<file path="src/rtl/cart_rom_arb.sv">
// Purpose : shares one cartridge ROM port between the mapper's PRG and CHR read channels.
// Latency : grant one edge after a request is seen pending; channel ack one edge after memack (2 cycles minimum).
// Backpres: requests are levels held until ack; memreq is held until memack, and one req level yields one read.
//
// Ports:
//   clk, reset                 clock and asynchronous active-low reset
//   promaddr/promreq/promack   PRG read channel; promdata is held until the next promack
//   cromaddr/cromreq/cromack   CHR read channel; cromdata is held until the next cromack
//   memaddr/memreq/memack      memory port; memaddr[21] selects CHR (1) or PRG (0)
//   memrdata                   read data, valid only in the memack cycle
module cart_rom_arb #(
    parameter int MAXCHR = 2
) (
    input  logic        clk,
    input  logic        reset,
    input  logic [20:0] promaddr,
    input  logic        promreq,
    output logic        promack,
    output logic [7:0]  promdata,
    input  logic [20:0] cromaddr,
    input  logic        cromreq,
    output logic        cromack,
    output logic [7:0]  cromdata,
    output logic [21:0] memaddr,
    output logic        memreq,
    input  logic        memack,
    input  logic [7:0]  memrdata
);

    typedef enum logic [1:0] {
        IDLE  = 2'd0,
        BUSYP = 2'd1,
        BUSYC = 2'd2
    } state_t;

    state_t     state;
    logic       pdone;
    logic       cdone;
    logic [1:0] chrcnt;
    logic       ppend;
    logic       cpend;

    // A channel that has already been acked for its current req level is not
    // pending again until the mapper lowers req for at least one edge.
    assign ppend = promreq && !pdone;
    assign cpend = cromreq && !cdone;

    always_ff @(posedge clk or negedge reset) begin
        if (!reset) begin
            state    <= IDLE;
            pdone    <= 1'b0;
            cdone    <= 1'b0;
            chrcnt   <= 2'd0;
            memreq   <= 1'b0;
            memaddr  <= 22'd0;
            promack  <= 1'b0;
            cromack  <= 1'b0;
            promdata <= 8'd0;
            cromdata <= 8'd0;
        end else begin
            promack <= 1'b0;
            cromack <= 1'b0;
            if (!promreq) pdone <= 1'b0;
            if (!cromreq) cdone <= 1'b0;

            case (state)
                IDLE: begin
                    // CHR wins unless it has already taken MAXCHR grants in a
                    // row while PRG was waiting.
                    if (cpend && (!ppend || chrcnt < 2'(MAXCHR))) begin
                        state   <= BUSYC;
                        memreq  <= 1'b1;
                        memaddr <= {1'b1, cromaddr};
                        chrcnt  <= ppend ? chrcnt + 2'd1 : 2'd0;
                    end else if (ppend) begin
                        state   <= BUSYP;
                        memreq  <= 1'b1;
                        memaddr <= {1'b0, promaddr};
                        chrcnt  <= 2'd0;
                    end
                end
                BUSYP: begin
                    if (memack) begin
                        state    <= IDLE;
                        memreq   <= 1'b0;
                        promack  <= 1'b1;
                        promdata <= memrdata;
                        // A req dropped mid-read has nothing left to block.
                        if (promreq) pdone <= 1'b1;
                    end
                end
                BUSYC: begin
                    if (memack) begin
                        state    <= IDLE;
                        memreq   <= 1'b0;
                        cromack  <= 1'b1;
                        cromdata <= memrdata;
                        if (cromreq) cdone <= 1'b1;
                    end
                end
                default: begin
                    state  <= IDLE;
                    memreq <= 1'b0;
                end
            endcase
        end
    end

endmodule

</file>
<file path="config.mk">
export PLATFORM = sky130hd
export DESIGN_NAME = cart_rom_arb
export DESIGN_NICKNAME = d
export VERILOG_FILES = /design/src/rtl/cart_rom_arb.sv
export SDC_FILE = /design/constraint.sdc
export NUM_CORES = 1
export LEC_CHECK = 0
export ABC_AREA = 1
export CAP_MARGIN = 40
export CORE_MARGIN = 2
export CORE_UTILIZATION = 46
export DETAILED_ROUTE_END_ITERATION = 7
export PLACE_DENSITY_LB_ADDON = 0.1
export SETUP_SLACK_MARGIN = 0.15
export SYNTH_ARGS = -nofsm -noshare
export SYNTH_HDL_FRONTEND = slang
export SYNTH_SLANG_ARGS = --single-unit
</file>
<file path="constraint.sdc">
create_clock -name clk -period 2.3 [get_ports clk]
set_input_delay 0.46 -clock clk [delete_from_list [all_inputs] [get_ports clk]]
set_output_delay 0.46 -clock clk [all_outputs]
set_load 0.02 [all_outputs]
</file>
==> flow_summary.json <==
{
  "numClockSinks": 47,
  "setup_tns_ps": 0,
  "grt_antenna_before_repair": 0,
  "rsz0062_at_grt": "no",
  "ys_types": 19,
  "diodes": 0,
  "p_leak_uw": 0.00178,
  "syn_area_um2": 2270,
  "postRouteAntennaNets": 0,
  "synth_nets": 351,
  "skew_ps": 6.79,
  "fin_ws_ps": 556,
  "htree_num_levels": 2,
  "ios": 96,
  "drive_above_1_share_pct": 4.88,
  "fp-row-count": 25,
  "area_growth_pct": 48.3,
  "synth_seq_cells": 47,
  "slowest_stage": "clkdlybuf4s50_1",
  "crit_path_start_kind": "flip-flop",
  "wire_per_inst_um": 11.8,
  "netlist.area_leader.share_pct": 51.8,
  "ys.warnings.count": 0,
  "drtIter0Drc": 166,
  "hold_class": "input pin to asynchronous set/reset pin",
  "clock-root-buffer": "clkbuf_8",
  "status": "complete, no violations",
  "dp_hpwl_mm": 3.97,
  "clk_pin_slew_ps": 70,
  "crit_path_end_kind": "output port",
  "gp_congestion": 0.804,
  "drt-vias-per-instance": 4.61,
  "finalNetCount": 447,
  "worstSetupPathType": "flip-flop to output port",
  "ys.flop_type": "dfrtp_1",
  "grt.total_usage_pct": 21.6,
  "cp_num_buf_inv": 1,
  "async_flop_share_pct": 100,
  "synth_edf_count": 0,
  "ys_seq_area_share_pct": 51.8,
  "netlist_top_cells_area": "dfrtp_1, nand2_1, nand3_1",
  "cap_violations": 0,
  "cts_setup_buffers": 0,
  "synth_cells": 293,
  "vias": 2102,
  "drc": 0,
  "cts_tree": "yes",
  "finalSetupViolCount": 0,
  "crit_arrival_ps": 1280,
  "first_global_vias": 2098,
  "max_stage_delay_ps": 620,
  "grt_max_degree": 25,
  "die_w_um": 74.2,
  "ff_latch_area_um2": 1180,
  "crit_chain": "clkdlybuf4s50_1",
  "multi_input_area_um2": 778,
  "cts_buffer_depth": 2,
  "die_h_um": 74.2,
  "dp_slack_ps": 302,
  "die_area_um2": 5510,
  "yosysTopAreaCell": "dfrtp_1",
  "dr.pass1.iters": 4,
  "power_density_nw_per_um2": 1180,
  "fin_crit_sh_pct": 75.8,
  "report.final.slew_viol_count": 0,
  "slew_headroom_pct": 62.5,
  "post_cts_resize_count": 0,
  "cp_max_fo": 2,
  "wl_mm": 5.40,
  "clock_latency_ps": 290,
  "numCtsBuffers": 5,
  "fillerInstances": 392,
  "port_buffers": 95,
  "max_freq_mhz": 573,
  "finalHoldWorstSlack_ps": 156,
  "tightest_slew_ps": 563,
  "fin_crit_ps": 1740,
  "start_util_pct": 47.7,
  "grt_overflow": 0,
  "postCtsHoldBufs": 0,
  "core-area_um2": 4750,
  "vdd_drop_max_mv": 0.773,
  "hold_viol": 0,
  "avgSynthCellArea_um2": 7.75,
  "grt_pass1_wl_mm": 9.16,
  "cp.required_ps": 1840,
  "crit_family": "buffers and inverters"
}
area by class of cell:
type | instances | share of cell area, %
multi-input combinational | 171 | 23.1
clock inverter | 1 | 0.149
sequential | 47 | 34.9
inverter | 63 | 7.03
clock buffer | 6 | 2.45
tap | 67 | 2.49
timing repair buffer | 101 | 29.8
cells in the final DEF (no fill, tap or decap):
master,n
buf_4,5
a21oi_1,2
a21oi_4,1
inv_2,2
nor2_4,1
nor3_1,1
nand2_2,1
nor2_1,1
inv_1,61
buf_2,1
ha_1,3
o21ai_0,18
buf_12,1
clkinv_2,1
nand2_1,95
clkbuf_8,6
nand3_1,47
nand4_1,1
dfrtp_1,47
clkdlybuf4s50_1,94
cell usage after synthesis (2+ instances only):
cell	n
a21oi_1	2
buf_2	3
buf_4	4
buf_6	2
clkbuf_1	2
dfrtp_1	47
ha_1	3
inv_1	61
inv_2	2
nand2_1	95
nand3_1	47
o21ai_0	18
per-layer routing:
layer | routed length, µm | GRT usage (%) | vias to the layer above | part of all wire, %
met4 | 93 | 6.75 | 0 | 1.7
met5 | 0 | 0 | - | 0
met1 | 2320 | 26.6 | 939 | 43
met2 | 2510 | 36.8 | 83 | 47
met3 | 466 | 6.37 | 10 | 8.6
li1 | - | - | 1070 | -
kinds of logic (layout without fill, tap and decap cells):
kind of cell | count (synthesis) | in the layout | synth area share [%]
AO/OA/AOI/OAI | 21 | 21 | 5.13
adder cells (fa/ha/maj) | 3 | 3 | 1.65
buffers and inverters | 75 | 171 | 13.9
flip-flops | 47 | 47 | 51.8
AND/OR/NAND/NOR | 147 | 147 | 27.5
per-stage QoR:
| step | instance area, µm² | total power [µW] | utilization [%] | cells |
|---|---|---|---|---|
| after floorplan | 2270 | 2560 | - | 293 |
| after global placement | 3280 | 3460 | 68.9 | 449 |
| after detailed placement | 3280 | 3510 | 68.9 | 449 |
| after CTS | 3370 | 4000 | 70.8 | 456 |
| after global routing | 3370 | 4270 | 70.8 | 456 |
| final | 3370 | 3970 | 70.8 | 456 |
flip-flops by register name, summed over array words and instances, names as in the netlist:
name and count:
memreq 1, promdata 8, chrcnt 2, cdone 1, state 2, promack 1
cromdata 8, cromack 1, memaddr 22, pdone 1
power by group:
group,switching (µW),internal [µW],leakage (µW)
registers,210,1200,0.000585
clock network,251,236,0.0000470
logic,1140,931,0.00115
path summary, 6_finish.rpt:
path | cells past startpoint | slack (ps) | to | startpoint
worst max-delay path | 1 | 560 | memaddr[7] | memaddr[7]$_DFFE_PN0P_
min in group clk | 2 | 480 | memaddr[16]$_DFFE_PN0P_ | memaddr[16]$_DFFE_PN0P_
worst min register to register | 2 | 480 | memaddr[16]$_DFFE_PN0P_ | memaddr[16]$_DFFE_PN0P_
worst min-delay path | 1 | 160 | memaddr[2]$_DFFE_PN0P_ | reset
worst max register to register | 7 | 640 | memaddr[4]$_DFFE_PN0P_ | state[0]$_DFFE_PN0P_
max in group asynchronous | 2 | 1630 | memaddr[5]$_DFFE_PN0P_ | reset
Power figures use the tool's default switching activity.
